===== src/rtl/packet_sender_pkg.sv =====
// Shared NoC definitions for packet sender and receiver: default flit geometry,
// sender FSM encoding and a counter-width helper.
package packet_sender_pkg;

  localparam int unsigned NOC_DATA_W = 32;
  localparam int unsigned NOC_FLITS  = 4;

  typedef enum logic [1:0] {
    ST_IDLE     = 2'd0,
    ST_WAIT_RDY = 2'd1,
    ST_SEND     = 2'd2,
    ST_CHECK    = 2'd3
  } noc_state_e;

  // Bits needed to hold 0..n-1, never less than one bit.
  function automatic int unsigned cnt_w(input int unsigned n);
    return (n <= 1) ? 1 : $clog2(n);
  endfunction

endpackage


===== src/rtl/packet_sender_if.sv =====
// Core-request and receiver-link signals of the packet sender.
// master = sender side, slave = core/receiver side.
interface packet_sender_if
  import packet_sender_pkg::*;
#(
  parameter int unsigned DATA_W = NOC_DATA_W,
  parameter int unsigned FLITS  = NOC_FLITS
);

  logic                    enable;
  logic                    req_valid;
  logic [FLITS*DATA_W-1:0] req_data;
  logic                    req_ready;
  logic                    ready;
  logic                    accept;
  logic                    start;
  logic                    finish;
  logic [DATA_W-1:0]       flit_data;
  logic                    done;
  logic                    fail;

  modport master (
    input  enable, req_valid, req_data, ready, accept,
    output req_ready, start, finish, flit_data, done, fail
  );

  modport slave (
    output enable, req_valid, req_data, ready, accept,
    input  req_ready, start, finish, flit_data, done, fail
  );

endinterface


===== src/rtl/packet_sender.sv =====
// Packet sender: latches a FLITS-flit request, waits for the receiver, streams the
// flits one per cycle and resends on reject up to MAX_RETRY times.
module packet_sender
  import packet_sender_pkg::*;
#(
  parameter int unsigned DATA_W    = NOC_DATA_W,
  parameter int unsigned FLITS     = NOC_FLITS,
  parameter int unsigned MAX_RETRY = 3,
  parameter int unsigned TIMEOUT   = 16
) (
  input logic             clk,
  input logic             rst,
  packet_sender_if.master bus
);

  localparam int unsigned IW = cnt_w(FLITS);
  localparam int unsigned RW = cnt_w(MAX_RETRY + 1);
  localparam int unsigned TW = cnt_w(TIMEOUT);

  localparam logic [IW-1:0] LAST_IDX  = IW'(FLITS - 1);
  localparam logic [RW-1:0] RETRY_MAX = RW'(MAX_RETRY);
  localparam logic [TW-1:0] TMO_LAST  = TW'(TIMEOUT - 1);

  noc_state_e              r_state;
  logic [FLITS*DATA_W-1:0] r_payload;
  logic [IW-1:0]           r_idx;
  logic [RW-1:0]           r_retry_cnt;
  logic [TW-1:0]           r_tmo_cnt;
  logic                    r_req_ready;
  logic                    r_start;
  logic                    r_finish;
  logic [DATA_W-1:0]       r_flit_data;
  logic                    r_done;
  logic                    r_fail;

  logic [IW-1:0]           w_next_idx;
  logic [DATA_W-1:0]       w_next_flit;

  assign w_next_idx = r_idx + 1'b1;

  always_comb begin
    w_next_flit = '0;
    for (int unsigned i = 0; i < FLITS; i++) begin
      if (w_next_idx == IW'(i)) w_next_flit = r_payload[i*DATA_W +: DATA_W];
    end
  end

  // Outputs are loaded on the edge that enters each state, so start/flit_data/finish
  // line up with the SEND cycles and done/fail appear the cycle after the decision.
  always_ff @(posedge clk) begin
    r_done <= 1'b0;
    r_fail <= 1'b0;
    if (rst) begin
      r_state     <= ST_IDLE;
      r_payload   <= '0;
      r_idx       <= '0;
      r_retry_cnt <= '0;
      r_tmo_cnt   <= '0;
      r_req_ready <= 1'b0;
      r_start     <= 1'b0;
      r_finish    <= 1'b0;
      r_flit_data <= '0;
    end else if (!bus.enable) begin
      r_state     <= ST_IDLE;
      r_idx       <= '0;
      r_retry_cnt <= '0;
      r_tmo_cnt   <= '0;
      r_req_ready <= 1'b0;
      r_start     <= 1'b0;
      r_finish    <= 1'b0;
    end else begin
      case (r_state)
        ST_IDLE: begin
          if (bus.req_valid && r_req_ready) begin
            r_payload   <= bus.req_data;
            r_retry_cnt <= '0;
            r_tmo_cnt   <= '0;
            r_req_ready <= 1'b0;
            r_state     <= ST_WAIT_RDY;
          end else begin
            r_req_ready <= 1'b1;
          end
        end
        ST_WAIT_RDY: begin
          if (bus.ready) begin
            r_state     <= ST_SEND;
            r_idx       <= '0;
            r_tmo_cnt   <= '0;
            r_start     <= 1'b1;
            r_finish    <= (FLITS == 1);
            r_flit_data <= r_payload[DATA_W-1:0];
          end else if (r_tmo_cnt == TMO_LAST) begin
            r_fail      <= 1'b1;
            r_req_ready <= 1'b1;
            r_state     <= ST_IDLE;
          end else begin
            r_tmo_cnt <= r_tmo_cnt + 1'b1;
          end
        end
        ST_SEND: begin
          if (r_idx == LAST_IDX) begin
            r_start  <= 1'b0;
            r_finish <= 1'b0;
            r_state  <= ST_CHECK;
          end else begin
            r_idx       <= w_next_idx;
            r_flit_data <= w_next_flit;
            r_finish    <= (w_next_idx == LAST_IDX);
          end
        end
        ST_CHECK: begin
          if (bus.accept) begin
            r_done      <= 1'b1;
            r_req_ready <= 1'b1;
            r_state     <= ST_IDLE;
          end else if (r_retry_cnt != RETRY_MAX) begin
            r_retry_cnt <= r_retry_cnt + 1'b1;
            r_state     <= ST_WAIT_RDY;
          end else begin
            r_fail      <= 1'b1;
            r_req_ready <= 1'b1;
            r_state     <= ST_IDLE;
          end
        end
        default: r_state <= ST_IDLE;
      endcase
    end
  end

  assign bus.req_ready = r_req_ready;
  assign bus.start     = r_start;
  assign bus.finish    = r_finish;
  assign bus.flit_data = r_flit_data;
  assign bus.done      = r_done;
  assign bus.fail      = r_fail;

endmodule

===== src/flat_wrapper.sv =====
// flat-port wrapper written by rule: the top's interface ports become plain ports
module packet_sender_flat import packet_sender_pkg::*;
#(
  parameter int unsigned DATA_W    = NOC_DATA_W,
  parameter int unsigned FLITS     = NOC_FLITS,
  parameter int unsigned MAX_RETRY = 3,
  parameter int unsigned TIMEOUT   = 16
)
  (clk, rst, bus_enable, bus_req_valid, bus_req_data, bus_ready, bus_accept, bus_req_ready, bus_start, bus_finish, bus_flit_data, bus_done, bus_fail);
  packet_sender_if #(.DATA_W(DATA_W), .FLITS(FLITS)) bus_i ();
  input logic clk;
  input logic rst;
  input wire logic [$bits(bus_i.enable)-1:0] bus_enable;
  input wire logic [$bits(bus_i.req_valid)-1:0] bus_req_valid;
  input wire logic [$bits(bus_i.req_data)-1:0] bus_req_data;
  input wire logic [$bits(bus_i.ready)-1:0] bus_ready;
  input wire logic [$bits(bus_i.accept)-1:0] bus_accept;
  output wire logic [$bits(bus_i.req_ready)-1:0] bus_req_ready;
  output wire logic [$bits(bus_i.start)-1:0] bus_start;
  output wire logic [$bits(bus_i.finish)-1:0] bus_finish;
  output wire logic [$bits(bus_i.flit_data)-1:0] bus_flit_data;
  output wire logic [$bits(bus_i.done)-1:0] bus_done;
  output wire logic [$bits(bus_i.fail)-1:0] bus_fail;
  assign bus_i.enable = bus_enable;
  assign bus_i.req_valid = bus_req_valid;
  assign bus_i.req_data = bus_req_data;
  assign bus_i.ready = bus_ready;
  assign bus_i.accept = bus_accept;
  assign bus_req_ready = bus_i.req_ready;
  assign bus_start = bus_i.start;
  assign bus_finish = bus_i.finish;
  assign bus_flit_data = bus_i.flit_data;
  assign bus_done = bus_i.done;
  assign bus_fail = bus_i.fail;
  packet_sender #(.DATA_W(DATA_W), .FLITS(FLITS), .MAX_RETRY(MAX_RETRY), .TIMEOUT(TIMEOUT)) u_core (.clk(clk), .rst(rst), .bus(bus_i));
endmodule

===== config.mk =====
export PLATFORM = sky130hd
export DESIGN_NAME = packet_sender_flat
export DESIGN_NICKNAME = d
export VERILOG_FILES = /design/src/rtl/packet_sender_pkg.sv /design/src/rtl/packet_sender_if.sv /design/src/rtl/packet_sender.sv /design/src/flat_wrapper.sv
export SDC_FILE = /design/constraint.sdc
export NUM_CORES = 1
export LEC_CHECK = 0
export CORE_ASPECT_RATIO = 1.1
export CORE_MARGIN = 2
export CORE_UTILIZATION = 50
export DETAILED_ROUTE_END_ITERATION = 12
export GPL_TIMING_DRIVEN = 0
export PLACE_DENSITY = 0.79
export SLEW_MARGIN = 30
export SYNTH_ARGS = -nofsm -noshare
export SYNTH_HDL_FRONTEND = slang
export SYNTH_SLANG_ARGS = --single-unit

===== constraint.sdc =====
create_clock -name clk -period 1.95 [get_ports clk]
set_input_delay 0.2925 -clock clk [delete_from_list [all_inputs] [get_ports clk]]
set_output_delay 0.2925 -clock clk [all_outputs]
set_load 0.02 [all_outputs]

== Yosys cells after proc, flatten, opt, wreduce, memory -nomap -nowiden ==
Index checks and enable logic that the tools add are counted.
Cells by class
  add/sub/neg operators: 3
  $mul: 0
  div/mod/pow operators: 0
  $lt $le $gt $ge: 0
  equal/unequal tests: 20
  shifts and indexed selects: 0
  multiplexer cells: 43
  bitwise operators: 2
  reductions and logical operators: 18
Operator list (count)
  2-to-1 mux 32 bit: 6
  one-hot mux 32 bit (2 select lines): 1
  2-to-1 mux 2 bit: 10
  2-to-1 mux 1 bit: 15
  AND reduction 3 bit: 5
  2-to-1 mux 4 bit: 3
  AND reduction 4 bit: 3
  equality test 2 bit (second input constant): 5
  inequality test 2 bit (second input constant): 5
  inequality test 2 x 1 -> 1 bit (second input constant): 4
  one-hot mux 2 bit (2 select lines): 2
  one-hot mux 2 bit (4 select lines): 1
  one-hot mux 4 bit (2 select lines): 1
  inequality test 3 bit (second input constant): 2
  one-hot mux 1 bit (2 select lines): 3
  nonzero test 2 bit: 3
  adder 2 x 1 -> 2 bit (second input constant): 2
  adder 4 x 1 -> 4 bit (second input constant): 1
  equality test 2 x 1 -> 1 bit (second input constant): 2
  equality test 4 bit (second input constant): 1
  zero test 2 bit: 2
  inequality test 3 x 2 -> 1 bit (second input constant): 1
  one-hot mux 1 bit (3 select lines): 1
  nonzero test 3 bit: 1
  other kinds (5): 6
Word-level totals
  register bits: 175
  latch bits: 0
  bits in writable memories: 0
  memory bits (read-only): 0
  input bits: 134
  output and inout bits: 37
  word-level logic and storage cells: 97
  memories kept: 0

== Depth between registers and ports, before layout ==
  depth in word-level cells: 8
  mapped depth: 9
  gate-level depth less buffers: 6

== Worst setup path after synthesis ==
Ideal clock, no wire load.
  kind: register -> register
  from: register u_core.r_idx[0]
  to: register u_core.r_flit_data[10] (netlist: u_core.bus.flit_data[10])
  setup time: 0.118 ns
  data arrival time: 1.647 ns
  required time: 1.832 ns
  setup slack: 0.185 ns
  cell stages (with the launch flop): 9
  path buffers: 2
  clock period less this slack: 1.765 ns
  cells stage by stage: dfxtp_1 inv_1 ha_1 or2_2 clkbuf_1 clkbuf_1 a221oi_1 o31a_1 o2bb2ai_1
Between the ends
  word-level cells in the longest chain between the ends: 8
  elaborated cells on any way between the ends: 14
  classes of those cells: 1 x add/sub; 5 x eq/ne; 6 x mux; 2 x reduce/logical
RTL lines
  start, declared: line packet_sender.sv:26  | logic [IW-1:0] r_idx;
  start signal, assigned: line packet_sender.sv:106  | r_idx <= w_next_idx;
  adder 2 x 1 -> 2 bit: line packet_sender.sv:39  | assign w_next_idx = r_idx + 1'b1;
  zero test 2 bit: line packet_sender.sv:44  | if (w_next_idx == IW'(i)) w_next_flit = r_payload[i*DATA_W +: DATA_W];
  2-to-1 mux 32 bit (4 in series): line packet_sender.sv:44
  2-to-1 mux 32 bit: line packet_sender.sv:101  | if (r_idx == LAST_IDX) begin
  one-hot mux 32 bit (2 select lines): line packet_sender.sv:72  | case (r_state)
  end signal, assigned: line packet_sender.sv:91  | r_flit_data <= r_payload[DATA_W-1:0];
  end signal, assigned: line packet_sender.sv:107  | r_flit_data <= w_next_flit;
  end, declared: line packet_sender.sv:32  | logic [DATA_W-1:0] r_flit_data;
Parallel ways exist; a longest one is shown, timed or not. The select of a mux whose other input is x is not followed.
A chain may end at the register's enable or synchronous reset.

== Worst setup path after layout ==
  from: register u_core.r_idx[0]
  to: register u_core.r_flit_data[26] (netlist: u_core.bus.flit_data[26])
Same word-level chain as after synthesis.

==> results_dict.tcl <==
set metrics [dict create \
    max-slew-margin-rel_pct 52.4 \
    finalMaxSlewViolations 0 \
    start_kind "flip-flop" \
    layout_commonest_cell "nand2_1" \
    yosysUniqueCellTypes 40 \
    vdd_ir_drop_max_mv 0.682 \
    utilization_pct 68.8 \
    grt_pass1_vias 6572 \
    antenna_found_initial 0 \
    io_pins 171 \
    p_leak_uw 0.00332 \
    grt.overflow.total 0 \
    cts_tree "yes" \
    end_kind "flip-flop" \
    cp.arrival_ns 2.19 \
    fin_skew_ns 0.00550 \
    firstDrtPassIters 5 \
    crit_fanout 10 \
    crit_required_ns 2.27 \
    cts.reportedPaths.clkPinSlew_ns 0.06 \
    setup_violations 0 \
    grt_pass1_wl_mm 33.0 \
    drive_above_1_share_pct 8.87 \
    ant_nets 0 \
    drtIter0Drc 890 \
    r2r-start "u_core.r_idx[0]" \
    cts_buffer_depth 2 \
    clkSinkCount 175 \
    hold_violations 0 \
    avgSynthCellArea_um2 8.24 \
    worst_slew_pin_slew_ns 0.713 \
    dp_cells 1246 \
    critPathKind "reg2reg" \
    diodes 0 \
    synth_top_flop_cell "dfxtp_1" \
    dieArea_mm2 0.0155 \
    async_reset_ff_share_pct 0 \
    hp-class "in2reg" \
    grt_usage_pct 27.2 \
    cts_buffers 17 \
    synth_nets 1025 \
    holdBufCountCts 0 \
    cts_root_buf "clkbuf_16" \
    clk_latency_ns 0.43 \
    initial_core_util_pct 50.8 \
    grt_max_degree 17 \
    io_buffers 170 \
    synth_edf_count 0 \
    worst_slack_ns 0.0732 \
    place.gp.congestion 0.889 \
    synth_area_mm2 0.00728 \
    rows 46 \
    whs_ns 0.408 \
    fin_crit_ns 1.88 \
    ys_seq_area_share_pct 48.1 \
    pre_cts_slack_ns -0.211 \
    final_cell_mix "nand2_1 (266), dfxtp_1 (173), clkdlybuf4s50_1 (170), a21oi_1 (169), o22ai_1 (33)" \
    powerDensity_mw_per_mm2 778 \
    fin_crit_sh_pct 96.2 \
    h-tree-depth 4 \
    routed_wl_mm 21.4 \
    drc 0 \
    vias 7060 \
    die_h_um 131 \
    stdcell_count 1274 \
    coreArea_mm2 0.0143 \
    rsz0062_at_grt "yes" \
    status "completed" \
    ys_warn_count 0 \
    drt-wirelength-per-cell_um 16.8 \
    ys_ff_latch 175 \
    max_cap_viol_count 0 \
    hpwl_mm 15.3 \
    die_w_um 119 \
    reg2reg_setup_slack_ns 0.07 \
    timing.critical_path.from "u_core.r_idx[0]" \
    timing.fmax_mhz 533 \
    syn2layout_area_growth_pct 35.5 \
    fin_nets 1212 \
    synth_cells 884 \
    worstHoldStart "bus_req_data[37]" \
    drt-vias-per-instance 5.54 \
]
## layer usage
| layer | track usage [%] | share of wire [%] | wire length, um | vias up |
|---|---|---|---|---|
| met4 | 10.6 | 2.2 | 477 | 0 |
| li1 | - | - | - | 3488 |
| met3 | 4.95 | 6.5 | 1400 | 31 |
| met5 | 0 | 0 | 0 | - |
| met1 | 34.4 | 42 | 9060 | 3254 |
| met2 | 46.6 | 49 | 10500 | 287 |
## logic make-up (layout without fill, tap and decap cells)
family	after synthesis	after routing	share of synthesized area, %
AO/OA/AOI/OAI	308	308	27.0
AND/OR/NAND/NOR	304	304	16.9
flip-flops	175	175	48.1
buffers and inverters	86	284	6.31
adder cells (fa/ha/maj)	7	7	1.20
XOR/XNOR	2	2	0.241
multiplexers	2	2	0.275
## timing repair
item,4_1_cts,5_1_grt
gates resized for setup,22,18
setup buffers,0,0
endpoints found under the setup margin,30,30
pin swaps,1,0
## layout make-up
cell class                      count  area, um^2
Clock buffer                       22         454
Tap cell                          192         240
Multi-Input combinational cell    623        3340
Fill cell                        1165        4470
Timing Repair Buffer              170        1700
Sequential cell                   175        3510
Clock inverter                      8         115
Inverter                            4        15.0
Buffer                             80         487
## power by group
group / leakage [uW] / internal (uW) / total, uW / switching [uW]
Sequential: 0.00141 / 3630 / 3680 / 43.8
Clock: 0.000283 / 2020 / 3370 / 1340
Combinational: 0.00162 / 360 / 630 / 270
Total: 0.00332 / 6020 / 7670 / 1660
## cells in the mapped netlist, types with 4 or more instances
cell type,number,area share (%)
o31a_1,32,3.8
nor2_1,12,0.62
inv_1,4,0.21
buf_6,12,1.9
o2bb2ai_1,32,3.8
a221oi_1,32,3.8
nor3_1,4,0.27
dfxtp_1,175,48
o22ai_1,33,2.8
buf_2,28,1.9
nand2_1,266,14
a21oi_1,169,12
clkbuf_1,38,2.0
ha_1,7,1.2
## path summary, 6_finish.rpt
check | to | cells after the start
setup reg to reg | u_core.bus.flit_data[26] | 7
hold / removal | u_core.r_payload[37] | 3
hold reg to reg | u_core.r_payload[103] | 2
setup / recovery | u_core.bus.flit_data[26] | 7
## metrics by stage
stage               total power [uW]  TNS [ns]  area (um^2)
finish                          7670         0         9860
global route                    7900   -0.0137         9860
CTS                             7680         0         9830
detailed placement              4380    -12.66         9220
global placement                4370     -8.49         9220
floorplan                       4000         0         7280
## flip-flops by register name, indices dropped and copies added, names as in the netlist, 2 cells and up, named ones only
register,count
u_core.r_tmo_cnt,4
u_core.r_payload,128
u_core.bus.flit_data,32
u_core.r_retry_cnt,2
u_core.r_idx,2
## critical path, stage by stage (launching register included)
cell and delay, ns:
dfxtp_4 0.38, inv_1 0.08, ha_1 0.23, or2_2 0.35
clkbuf_4 0.22, a221oi_1 0.26, o31a_1 0.19, o2bb2ai_1 0.06
(Power assumes the default switching activity.)
